## config.mk

```make
export PLATFORM = sky130hd
export DESIGN_NAME = rect_fill_drawer
export DESIGN_NICKNAME = d
export VERILOG_FILES = /design/src/rtl/draw_pkg.sv /design/src/rtl/raster_counter.sv /design/src/rtl/rect_fill_drawer.sv
export SDC_FILE = /design/constraint.sdc
export NUM_CORES = 1
export LEC_CHECK = 0
export CORE_ASPECT_RATIO = 0.5
export CORE_UTILIZATION = 40
export DETAILED_ROUTE_END_ITERATION = 8
export DONT_BUFFER_PORTS = 1
export PLACE_DENSITY = 0.62
export SLEW_MARGIN = 20
export SYNTH_ARGS = -nofsm -noshare
export SYNTH_HDL_FRONTEND = slang
export SYNTH_SLANG_ARGS = --single-unit
export TNS_END_PERCENT = 100
```

## constraint.sdc

```tcl
create_clock -name clk -period 5.35 [get_ports clk]
set_input_delay 1.605 -clock clk [delete_from_list [all_inputs] [get_ports clk]]
set_output_delay 1.605 -clock clk [all_outputs]
set_load 0.005 [all_outputs]
```

## src/rtl/draw_pkg.sv

```systemverilog
// Shared types and defaults for the rectangle fill drawer.
package draw_pkg;

  typedef enum logic [1:0] {StIdle, StFill, StDone} state_e;

  localparam int unsigned DEF_X_BITS      = 8;
  localparam int unsigned DEF_Y_BITS      = 7;
  localparam int unsigned DEF_COLOUR_BITS = 3;
  localparam int unsigned DEF_SCREEN_W    = 160;
  localparam int unsigned DEF_SCREEN_H    = 120;
  localparam int unsigned COLOUR_BLACK    = 0;

endpackage

```

## src/rtl/raster_counter.sv

```systemverilog
// Raster-order x/y offset counter; last flags the final pixel of a w x h scan.
module raster_counter #(
  parameter int unsigned W_BITS = 4,
  parameter int unsigned H_BITS = 4
) (
  input  logic              clk,
  input  logic              resetn,
  input  logic              clear,
  input  logic              en,
  input  logic [W_BITS-1:0] w,
  input  logic [H_BITS-1:0] h,
  output logic [W_BITS-1:0] xoff,
  output logic [H_BITS-1:0] yoff,
  output logic              last
);

  logic x_end;
  logic y_end;

  assign x_end = (xoff == w - W_BITS'(1));
  assign y_end = (yoff == h - H_BITS'(1));
  assign last  = x_end && y_end;

  always_ff @(posedge clk or negedge resetn) begin
    if (!resetn) begin
      xoff <= '0;
      yoff <= '0;
    end else if (clear) begin
      xoff <= '0;
      yoff <= '0;
    end else if (en) begin
      if (x_end) begin
        xoff <= '0;
        yoff <= yoff + H_BITS'(1);
      end else begin
        xoff <= xoff + W_BITS'(1);
      end
    end
  end

endmodule

```

## src/rtl/rect_fill_drawer.sv

```systemverilog
// Fills a W x H rectangle one pixel per clock for the VGA adapter.
// Optional screen-edge clipping is enabled by defining RECT_FILL_CLIP_EN.
module rect_fill_drawer
  import draw_pkg::*;
#(
  parameter int unsigned X_BITS      = DEF_X_BITS,
  parameter int unsigned Y_BITS      = DEF_Y_BITS,
  parameter int unsigned COLOUR_BITS = DEF_COLOUR_BITS,
  parameter int unsigned W_BITS      = 4,
  parameter int unsigned H_BITS      = 4,
  parameter int unsigned SCREEN_W    = DEF_SCREEN_W,
  parameter int unsigned SCREEN_H    = DEF_SCREEN_H
) (
  input  logic                   clk,
  input  logic                   resetn,
  input  logic                   go,
  input  logic                   draw,
  input  logic [X_BITS-1:0]      x_in,
  input  logic [Y_BITS-1:0]      y_in,
  input  logic [W_BITS-1:0]      rect_w,
  input  logic [H_BITS-1:0]      rect_h,
  input  logic [COLOUR_BITS-1:0] colour_in,
  output logic [X_BITS-1:0]      x,
  output logic [Y_BITS-1:0]      y,
  output logic [COLOUR_BITS-1:0] colour,
  output logic                   plot,
  output logic                   busy,
  output logic                   done
);

`ifdef RECT_FILL_CLIP_EN
  localparam bit ClipEn = 1'b1;
`else
  localparam bit ClipEn = 1'b0;
`endif

  localparam logic [X_BITS:0] ScreenWLim = SCREEN_W[X_BITS:0];
  localparam logic [Y_BITS:0] ScreenHLim = SCREEN_H[Y_BITS:0];

  state_e                 state_q;
  logic [X_BITS-1:0]      base_x_q;
  logic [Y_BITS-1:0]      base_y_q;
  logic [W_BITS-1:0]      w_q;
  logic [H_BITS-1:0]      h_q;
  logic [COLOUR_BITS-1:0] colour_q;

  logic [W_BITS-1:0] xoff;
  logic [H_BITS-1:0] yoff;
  logic              last;
  logic              accept;
  logic              cnt_en;

  assign accept = (state_q == StIdle) && go;
  // Hold offsets on the final pixel so x/y keep their last-driven value afterwards.
  assign cnt_en = (state_q == StFill) && !last;

  raster_counter #(
    .W_BITS (W_BITS),
    .H_BITS (H_BITS)
  ) u_raster_counter (
    .clk    (clk),
    .resetn (resetn),
    .clear  (accept),
    .en     (cnt_en),
    .w      (w_q),
    .h      (h_q),
    .xoff   (xoff),
    .yoff   (yoff),
    .last   (last)
  );

  always_ff @(posedge clk or negedge resetn) begin
    if (!resetn) begin
      state_q  <= StIdle;
      base_x_q <= '0;
      base_y_q <= '0;
      w_q      <= '0;
      h_q      <= '0;
      colour_q <= '0;
    end else begin
      case (state_q)
        StIdle: begin
          if (go) begin
            base_x_q <= x_in;
            base_y_q <= y_in;
            w_q      <= rect_w;
            h_q      <= rect_h;
            colour_q <= draw ? colour_in : COLOUR_BITS'(COLOUR_BLACK);
            state_q  <= (rect_w == '0 || rect_h == '0) ? StDone : StFill;
          end
        end
        StFill: begin
          if (last) state_q <= StDone;
        end
        StDone:  state_q <= StIdle;
        default: state_q <= StIdle;
      endcase
    end
  end

  // One extra bit keeps the unwrapped sum for the on-screen test.
  logic [X_BITS:0] x_full;
  logic [Y_BITS:0] y_full;
  logic            on_screen;

  assign x_full    = {1'b0, base_x_q} + {{(X_BITS + 1 - W_BITS){1'b0}}, xoff};
  assign y_full    = {1'b0, base_y_q} + {{(Y_BITS + 1 - H_BITS){1'b0}}, yoff};
  assign on_screen = (x_full < ScreenWLim) && (y_full < ScreenHLim);

  assign x      = x_full[X_BITS-1:0];
  assign y      = y_full[Y_BITS-1:0];
  assign colour = colour_q;
  assign plot   = (state_q == StFill) && (!ClipEn || on_screen);
  assign busy   = (state_q != StIdle);
  assign done   = (state_q == StDone);

endmodule

```

# Word-level counts from Yosys, hierarchy flattened

Cells that the tools add are included.

Register bits: 36
Output and inout port bits: 21
Logic and storage cells: 45
Bits of input ports: 30

Add/sub/neg operators: 6
Mux-type cells: 11
Eq/ne operators: 6
Reductions and logical operators: 14

Operators by type and width:

| cell                  | count |
|---|---|
| $mux W4               | 6 |
| $add A4 B1 Y4 const B | 2 |
| $add A8 B4 Y8         | 1 |
| $eq A4 B4 Y1          | 2 |
| $logic_not A4 Y1      | 2 |
| $sub A4 B1 Y4 const B | 2 |
| $add A7 B4 Y7         | 1 |
| $mux W2               | 3 |
| $reduce_and A2 Y1     | 3 |
| $reduce_bool A2 Y1    | 3 |
| $pmux W2 S2           | 1 |
| $logic_and A1 B1 Y1   | 3 |
| $mux W3               | 1 |
| $eq A2 B1 Y1 const B  | 1 |
| $eq A2 B2 Y1 const B  | 1 |
| $logic_not A2 Y1      | 1 |
| $ne A2 B1 Y1 const B  | 1 |
| $ne A2 B2 Y1 const B  | 1 |
| $logic_not A1 Y1      | 1 |
| $logic_or A1 B1 Y1    | 1 |

# Logic depth before layout (Yosys ltp)

Word-level depth: 7
Depth in mapped cells: 8
Gate-level depth less buffers: 8

# By module

Synthesis repeated with hierarchy kept, for this count alone.

Cells, all modules: 242
Area total of the unflattened synthesis: 2138.3 µm²

By module, submodules not included:

| module           | seq. area each (µm²) | cells each | area an instance (µm²) | instances |
|---|---|---|---|---|
| rect_fill_drawer | 700.7                | 174        | 1487.7                 | 1 |
| raster_counter   | 200.2                | 68         | 650.6                  | 1 |

# Worst setup path before layout

Ideal clock, no wire load.

Path kind: flip-flop to output port
Start: reg u_raster_counter.xoff[0]
End: out x[6]
Arrival time: 1548 ps
Setup slack: 2197 ps
Required time: 3745 ps
Path buffers: 0
Stages on the path, launching flop included: 9
Cell sequence: dfrtp_1 > ha_1 > inv_1 > fa_1 > nor2b_1 > o21ai_0 > nand2b_1 > nand3_1 > xnor2_1

Cells in the longest elaborated chain, start to end: 1

Ends and longest elaborated chain:

| item                   | line                    | text |
|---|---|---|
| start, declared        | raster_counter.sv:12    | `output logic [W_BITS-1:0] xoff,` |
| start signal, assigned | raster_counter.sv:36    | `xoff <= xoff + W_BITS'(1);` |
| $add A8 B4 Y8          | rect_fill_drawer.sv:106 | `assign x_full = {1'b0, base_x_q} + {{(X_BITS + 1 - W_BITS){1'b0}}, xoff};` |
| end, declared          | rect_fill_drawer.sv:23  | `output logic [X_BITS-1:0] x,` |

No other way between the ends.

# Worst setup path in the final report

Start: reg u_raster_counter.yoff[0]
End: out y[6]

Cells in the longest elaborated chain, start to end: 1

Ends and longest elaborated chain:

| item                   | line                    | text |
|---|---|---|
| start, declared        | raster_counter.sv:13    | `output logic [H_BITS-1:0] yoff,` |
| start signal, assigned | raster_counter.sv:34    | `yoff <= yoff + H_BITS'(1);` |
| $add A7 B4 Y7          | rect_fill_drawer.sv:107 | `assign y_full = {1'b0, base_y_q} + {{(Y_BITS + 1 - H_BITS){1'b0}}, yoff};` |
| end, declared          | rect_fill_drawer.sv:24  | `output logic [Y_BITS-1:0] y,` |

No other way between the ends.

==> flow_metrics.py <==
metrics = {
    "sta": {
        "setup_violations": 0,
        "finalCriticalPeriod_ns": 3.61,
        "min_period_over_period_pct": 67.4,
        "max_freq_mhz": 277,
        "grt_setup_unrepaired": "false",
        "finalHoldViolations": 0,
        "skew_ns": 0.00327,
        "drv_slew": 0,
        "worstMarginPinSlew_ns": 0.977,
        "setup_tns_ns": 0,
        "slew_headroom_pct": 34.7,
        "hold_slack_ns": 0.493,
    },
    "worst_setup_path": {
        "path_cells": "ha_1 > inv_1 > fa_1 > nor2b_1 > o21ai_0 > nand2b_1 > nand3_1 > xnor2_1",
        "crit_path_end_kind": "output port",
        "cpPeakStageDelay_ns": 0.45,
        "required_ns": 3.74,
        "cp_max_fo": 6,
        "crit_type": "flip-flop to output port",
        "critPathBufInv": 1,
        "crit_slowest_cell": "dfrtp_1",
        "cp.arrival_ns": 2.00,
        "startpoint_type": "flip-flop",
        "path_delay_family": "adder cells",
    },
    "layout": {
        "drive_gt1_share_pct": 6.17,
        "fin_util_pct": 44.8,
        "area_growth_pct": 7.06,
        "antennaDiodeCount": 0,
        "nets": 271,
        "fill_cells": 501,
        "final_cells": 297,
        "seq_area_um2": 901,
        "multiInputGateArea_um2": 1090,
    },
    "synthesis": {
        "yosysWarnings": 0,
        "async_reset_ff_share_pct": 100,
        "syn-num-nets": 270,
        "synth_area_leaders": "dfrtp_1 (43%), nand2_1 (13%), ha_1 (7.2%)",
        "synth_most_common_cell": "nand2_1",
        "ys.flop_type": "dfrtp_1",
        "yosysTopAreaCellShare_pct": 43.4,
        "synth_top_cell_by_area": "dfrtp_1",
        "ys_seq_area_share_pct": 43.4,
        "synthCells": 226,
        "synth-seq-cells": 36,
        "synth_edf_count": 0,
        "synth_area_um2": 2070,
        "synth.distinct_cells": 36,
        "synth.top_cells.by_count": "nand2_1 (74), dfrtp_1 (36), inv_1 (14), xnor2_1 (14), ha_1 (12)",
        "syn_avg_cell_area_um2": 9.18,
    },
    "outcome": {
        "status": "completed",
    },
    "grt": {
        "grt_pass1_vias": 1420,
        "grt_max_degree": 37,
        "grt_first_pass_wirelength_um": 6730,
        "grtUsageTotal_pct": 16.3,
        "grt_overflow": 0,
        "antenna_found_initial": 0,
    },
    "route": {
        "routedWlPerCell_um": 13.7,
        "final_antenna_net_count": 0,
        "drt_iter0_drc": 35,
        "first_pass_iters": 4,
        "wl_um": 4080,
        "route.detailed.drc": 0,
        "viasPerCell": 4.94,
        "vias": 1466,
    },
    "cts": {
        "insertion_delay_ns": 0.28,
        "cts_tree": "yes",
        "ctsHoldBuffers": 0,
        "clkTransAtPathRegs_ns": 0.07,
        "cts-root-buf": "clkbuf_8",
        "clock_path_buffers": 2,
        "cts_made_buffers": 5,
        "post-cts-setup-buffers": 0,
        "post_cts_resized": 0,
        "clock-sinks": 36,
        "h-tree-depth": 2,
    },
    "floorplanning": {
        "die_h_um": 52.9,
        "start_util_pct": 41.9,
        "io_pins": 51,
        "fp.dieW_um": 104,
        "dieArea_um2": 5500,
        "coreArea_um2": 4950,
        "num_rows": 18,
    },
    "job": {
        "cap_viol_max_count": 0,
    },
    "power": {
        "irDropWorstVdd_mv": 0.208,
        "p_per_area_nw_per_um2": 599,
        "power.total_uw": 1330,
        "p_leak_uw": 0.00108,
    },
    "place": {
        "gp_congestion": 0.724,
        "portBuffers": 0,
        "post-place-cells": 290,
        "dp_hpwl_um": 2930,
    },
    "min_path": {
        "min_path_type": "flip-flop to flip-flop",
    },
}
worst register-to-register path: stages, from the launching register on:
cell	delay (ns)
dfrtp_1	0.40
inv_1	0.07
ha_1	0.19
xnor3_1	0.36
nand3_1	0.14
or2_4	0.28
o21a_4	0.24
o21bai_1	0.15
per-layer routing:
metal	part of all wire, %	track usage [%]	vias to the layer above	wire [µm]
met5	0	0	-	0
met4	0.47	5.48	0	19
met3	4.5	5.30	3	185
met2	44	27.1	29	1810
met1	51	20.3	692	2070
li1	-	-	742	-
sequential cells by signal (all words and copies together), names as in the netlist:
register and count:
h_q 4, u_raster_counter.yoff 4, colour 3, state_q 2, base_y_q 7, u_raster_counter.xoff 4
base_x_q 8, w_q 4
layout make-up:
cell class | count | share of cell area (%)
multi-input cells | 169 | 49.3
flip-flops and latches | 36 | 40.6
well taps | 70 | 3.94
clock buffers | 6 | 3.27
inverters | 14 | 2.37
repair buffers | 1 | 0.338
clock inverters | 1 | 0.225
cell families after synthesis:
logic type,share of synthesized area (%)
compound gates,9.89
fa+ha+maj,9.17
xor+xnor,11.5
buf+inv,3.80
simple gates,21.3
flops,43.4
mux,0.965
metrics by stage:
step                      instance area, µm²  worst slack (ns)
after floorplan                         2070              2.20
after global placement                  2140              2.10
after detailed placement                2140              2.04
after CTS                               2220              1.73
after global routing                    2220              1.55
final                                   2220              1.74
cell usage in the layout (no fill, tap or decap), types with 2 or more instances in the layout:
cell / count
fa_1: 2
nor2_1: 4
o21ai_0: 11
nor3_1: 2
inv_1: 14
nand2_1: 74
a21oi_1: 3
dfrtp_1: 36
o22ai_1: 3
xnor2_1: 14
xor2_1: 6
nor2b_1: 6
a21o_1: 2
mux2i_1: 2
ha_1: 12
nand3_1: 8
nand2b_1: 2
clkbuf_8: 5
power breakdown:
group | internal, µW | total [µW] | switching [µW] | leakage [µW]
clock network | 88.5 | 181 | 92.6 | 0.0000410
logic | 298 | 644 | 346 | 0.000587
registers | 391 | 505 | 113 | 0.000452
total | 777 | 1330 | 552 | 0.00108
final timing paths:
| check | endpoint | depth (start not counted) | from | slack (ns) |
|---|---|---|---|---|
| hold reg to reg | colour[0] | 2 | colour[0] | 0.49 |
| min in group asynchronous | base_y_q[3] | 0 | resetn | 1.01 |
| setup reg to reg | state_q[0] | 7 | w_q[0] | 3.38 |
| setup / recovery | y[6] | 8 | u_raster_counter.yoff[0] | 1.74 |
| max in group asynchronous | u_raster_counter.yoff[0] | 0 | resetn | 4.25 |
| hold / removal | colour[0] | 2 | colour[0] | 0.49 |
Power figures use the tool's default switching activity.
==> patch 1: new RTL, same flow settings <==
`H_BITS` is set to 4 in 2 places; all go to 3.
--- a/src/rtl/raster_counter.sv
+++ b/src/rtl/raster_counter.sv
@@ -1,7 +1,7 @@
 // Raster-order x/y offset counter; last flags the final pixel of a w x h scan.
 module raster_counter #(
   parameter int unsigned W_BITS = 4,
-  parameter int unsigned H_BITS = 4
+  parameter int unsigned H_BITS = 3
 ) (
   input  logic              clk,
   input  logic              resetn,
--- a/src/rtl/rect_fill_drawer.sv
+++ b/src/rtl/rect_fill_drawer.sv
@@ -7,7 +7,7 @@
   parameter int unsigned Y_BITS      = DEF_Y_BITS,
   parameter int unsigned COLOUR_BITS = DEF_COLOUR_BITS,
   parameter int unsigned W_BITS      = 4,
-  parameter int unsigned H_BITS      = 4,
+  parameter int unsigned H_BITS      = 3,
   parameter int unsigned SCREEN_W    = DEF_SCREEN_W,
   parameter int unsigned SCREEN_H    = DEF_SCREEN_H
 ) (
Ports: changed (resized rect_h); port bits go from 51 to 50. The function was not compared with the original's and may differ.
==> patch 1 against the unedited design <==
Count of clock-buffer cells in the layout unchanged. Wire length down 7.9%. Utilization up 1.3 points. Final area is 5.9% lower. Combinational power increased by 2%. Register-to-register slack worse by 50 ps. Sequential cell count is 2 lower. Clock power grew 2%. Worst setup slack better by 27 ps. Power down 0.72%. Die area down 6.3%. Hold slack worse by 26 ps. Sequential share of layout area up 0.13 points. Synthesized area down 6.5%. Critical path type unchanged.
==> patch 1: results <==
{
  "r2r_cells": 7,
  "io_buffers": 0,
  "cts_max_level": 2,
  "setup_tns_ps": 0,
  "hpwl_um": 2760,
  "antenna_cells": 0,
  "slew-limit-headroom": 0.443,
  "arrival_ps": 1980,
  "path_clk_slew_ps": 70,
  "grt_max_degree": 35,
  "cp_top_family": "adder cells",
  "p_int_w": 0.000773,
  "nFillCells": 443,
  "vdd_ir_drop_max_mv": 0.170,
  "syn_nets": 249,
  "track_usage": 0.157,
  "hold_class": "flop to flop",
  "grt_pass1_wl_um": 6180,
  "yosys_warnings": 0,
  "post_synth_main_area_contributors": "dfrtp_1 (44%), nand2_1 (13%), ha_1 (7.1%)",
  "ys_seq_area_frac": 0.438,
  "gp_congestion": 0.770,
  "detail_route.first_pass.iterations": 4,
  "cp_max_fo": 6,
  "cts_setup_buffers": 0,
  "yosys-top-cells-count": "nand2_1 (65), dfrtp_1 (34), xnor2_1 (14), inv_1 (13), ha_1 (11)",
  "post_drt_wl_per_cell_um": 13.7,
  "total_leakage_power_nw": 1.01,
  "skew_ps": 5.39,
  "drt_iter0_drc": 39,
  "layout_commonest_cell": "nand2_1",
  "critPathSlowestCell": "dfrtp_1",
  "cts_buffers": 5,
  "whs_path_depth": 1,
  "synth.distinct_cells": 36,
  "antenna_found_initial": 0,
  "routed-via-count": 1346,
  "ys_async_sr_fraction": 1.00,
  "drive_above_1_share": 0.0721,
  "clock_latency_ps": 280,
  "status": "finished clean",
  "wl_um": 3760,
  "cts_resized": 0,
  "cts_max_path_buffers": 2,
  "reg_top3": "base_x_q (8), base_y_q (7)",
  "synthCells": 207,
  "critPathMaxStageDelay_ps": 460,
  "cts_root_buf": "clkbuf_8"
}
patch 1: changes by cell type after synthesis, sizes merged, moves of 3 or more:
cell    delta
a32o       +3
clkbuf     -3
nand2      -8
o22ai      -3
xor2       -3
patch 1: area by class of cell:
cell class / count / share of cell area
Multi-Input combinational cell: 153 / 0.485
Inverter: 14 / 0.0251
Clock buffer: 6 / 0.0395
Sequential cell: 34 / 0.407
Tap cell: 66 / 0.0395
Timing Repair Buffer: 1 / 0.00359
patch 1: worst paths after layout:
path | startpoint | to | slack (ps)
setup / recovery | u_raster_counter.xoff[0]$_DFFE_PN0P_ | x[6] | 1770
hold / removal | state_q[1]$_DFFE_PN0P_ | state_q[1]$_DFFE_PN0P_ | 470
setup reg to reg | h_q[0]$_DFFE_PN0P_ | u_raster_counter.xoff[0]$_DFFE_PN0P_ | 3330
hold reg to reg | state_q[1]$_DFFE_PN0P_ | state_q[1]$_DFFE_PN0P_ | 470
max in group asynchronous | resetn | base_x_q[1]$_DFFE_PN0P_ | 4250
min in group asynchronous | resetn | base_y_q[0]$_DFFE_PN0P_ | 1010
patch 1: power groups by stage:
stage	Combinational, W	Clock [W]	Sequential [W]
after global routing	0.000743	0.000202	0.000501
after detailed placement	0.000662	0	0.000487
after CTS	0.000665	0.000191	0.000483
after global placement	0.000651	0	0.000482
final	0.000654	0.000185	0.000481
after floorplan	0.000560	0	0.000458
patch 1: metrics by stage:
stage	hold WS [ps]	utilization	setup WS (ps)	instance area (um^2)	power, W
floorplan	427	-	2200	1940	0.00102
global placement	452	0.443	2110	2010	0.00113
detailed placement	456	0.443	2050	2010	0.00115
CTS	465	0.461	1740	2090	0.00134
global route	506	0.461	1580	2090	0.00145
finish	466	0.461	1770	2090	0.00132
patch 1: cells by family (layout without fill, tap and decap cells):
family | count (synthesis) | count (layout) | synth area share
multiplexers | 3 | 3 | 0.0168
adder cells (fa/ha/maj) | 13 | 13 | 0.0916
AO/OA/AOI/OAI | 25 | 25 | 0.0864
AND/OR/NAND/NOR | 92 | 92 | 0.219
XOR/XNOR | 20 | 20 | 0.110
flip-flops | 34 | 34 | 0.438
buffers and inverters | 20 | 21 | 0.0387
patch 1: per-layer routing:
layer,GRT usage,vias to the layer above,part of all wire
met2,0.255,30,0.45
met5,0,-,0
li1,-,679,-
met4,0.0362,0,0.0045
met1,0.209,634,0.49
met3,0.0438,3,0.046
patch 1: worst register-to-register path, delay by kind of cell, from the launching register on:
family	cells	cell delay, ps
AO/OA/AOI/OAI	2	380
AND/OR/NAND/NOR	2	540
adder cells (fa/ha/maj)	1	150
flip-flops	1	390
buffers and inverters	1	80
XOR/XNOR	1	410
==> patch 2: new RTL, same flow settings <==
Without the edit above. Encoding of `state_e`: now one-hot (3 bits for 3 states).
--- a/src/rtl/draw_pkg.sv
+++ b/src/rtl/draw_pkg.sv
@@ -1,7 +1,7 @@
 // Shared types and defaults for the rectangle fill drawer.
 package draw_pkg;
 
-  typedef enum logic [1:0] {StIdle, StFill, StDone} state_e;
+  typedef enum logic [2:0] {StIdle = 3'b001, StFill = 3'b010, StDone = 3'b100} state_e;
 
   localparam int unsigned DEF_X_BITS      = 8;
   localparam int unsigned DEF_Y_BITS      = 7;
Check against the original RTL: same outputs for any inputs over 10 cycles, from zero or initial values and one cycle with resetn low; not proved beyond that.
==> patch 2 against the unedited design <==
Worst setup slack worse by 58 ps. Sequential share of layout area is 0.29 points higher. Via count is 4.4% higher. Final area is 2.2% higher. Synthesized area is 0.66% higher. Wire length is 5.9% higher. Cell count is 3.4% higher. First-iteration DRC count is 17% higher. Power is 2.8% lower. Non-clock buffer count stayed put. Maximum frequency is 1.6% lower. Sequential cell count is 1 higher. Largest cell class unchanged. Highest routed layer unchanged.
==> patch 2: results <==
{
  "grt_pass1_wl_um": 7160,
  "drt_iter0_drc": 41,
  "ys_seq_area_frac": 0.444,
  "ys_async_sr_fraction": 1.00,
  "nFillCells": 486,
  "track_usage": 0.171,
  "gp_congestion": 0.744,
  "skew_ps": 4.73,
  "syn_nets": 279,
  "grtUsageMet2": 0.296,
  "yosys-top-cells-count": "nand2_1 (73), dfrtp_1 (36), inv_1 (17), o21ai_0 (17), xnor2_1 (13)",
  "wl_um": 4330,
  "globalRouteMet3Util": 0.0554,
  "swShare": 0.393,
  "synth.distinct_cells": 32,
  "grt_max_degree": 40,
  "place_ws_ps": 2010,
  "arrival_ps": 2060,
  "total_leakage_power_nw": 1.12,
  "routed-via-count": 1531,
  "hpwl_um": 3060,
  "fin_nets": 280,
  "antenna_found_initial": 0,
  "post_synth_main_area_contributors": "dfrtp_1 (43%), nand2_1 (13%), ha_1 (7.2%)",
  "status": "finished clean",
  "drive_above_1_share": 0.0464,
  "grtUsageMet1": 0.206,
  "vdd_ir_drop_max_mv": 0.191
}
==> patch 2: changes by cell type in the layout (fill, tap and decap cells not counted), sizes merged, moves of 2 or more <==
cell | unedited run | this run
o21ai | 11 | 17
inv | 14 | 17
xnor2 | 15 | 13
nor4 | 0 | 3
o22ai | 3 | 0
a21oi | 3 | 7
nor2b | 6 | 4
nand3 | 8 | 10
nor3b | 0 | 2
o31ai | 0 | 2
==> patch 2: kinds of logic (layout without fill, tap and decap cells) <==
kind of cell	Yosys count	after routing	synth area share
xor gates and xnor gates	21	21	0.101
muxes	3	3	0.0144
buffers and inverters	24	26	0.0467
DFF	37	37	0.444
AOI/OAI and AO/OA	31	31	0.0839
and+or+nand+nor	105	105	0.219
adders and majority gates	14	14	0.0911
==> patch 2: area by class of cell <==
class                      count  area, um^2  area share
inverter                      17        63.8      0.0281
timing repair buffer           1        7.51     0.00331
sequential                    37         927       0.408
clock inverter                 2        37.5      0.0165
clock buffer                   6        82.6      0.0364
multi-input combinational    174        1060       0.469
tap                           70        87.6      0.0386
==> patch 2: worst paths after layout <==
check / slack (ps) / startpoint / endpoint
worst min-delay path: 490 / base_x_q[2]$_DFFE_PN0P_ / base_x_q[2]$_DFFE_PN0P_
max in group asynchronous: 4170 / resetn / state_q[0]$_DFFE_PN1P_
worst min register to register: 490 / base_x_q[2]$_DFFE_PN0P_ / base_x_q[2]$_DFFE_PN0P_
worst max register to register: 2990 / w_q[0]$_DFFE_PN0P_ / u_raster_counter.yoff[3]$_DFFE_PN0P_
min in group asynchronous: 1000 / resetn / colour[2]$_DFFE_PN0P_
worst max-delay path: 1680 / u_raster_counter.yoff[0]$_DFFE_PN0P_ / y[6]
==> patch 2: routing by layer <==
layer	up-vias	part of all wire
met4	0	0.011
met3	4	0.052
met1	725	0.48
met5	-	0
met2	33	0.45
li1	769	-
==> patch 2: power by group through the flow <==
stage / clock, W / combinational, W / sequential [W]
CTS: 0.000265 / 0.000544 / 0.000502
global placement: 0 / 0.000528 / 0.000503
global route: 0.000277 / 0.000611 / 0.000517
detailed placement: 0 / 0.000540 / 0.000507
floorplan: 0 / 0.000453 / 0.000481
finish: 0.000258 / 0.000533 / 0.000501
==> patch 2: critical path: stages (launching register included) <==
cell,delay (ps)
dfrtp_1,460
ha_1,210
inv_1,50
fa_1,400
nor2b_1,140
o21ai_0,80
nand2b_1,120
nand3_1,110
xnor2_1,190
==> patch 2: metrics by stage <==
stage               total power (W)  hold slack [ps]  instance area [um^2]  utilization  cells
floorplan                  0.000934              452                  2090            -    235
global placement            0.00103              472                  2150        0.432    299
detailed placement          0.00105              471                  2150        0.432    299
CTS                         0.00131              495                  2270        0.456    307
global route                0.00140              517                  2270        0.456    307
finish                      0.00129              486                  2270        0.456    307
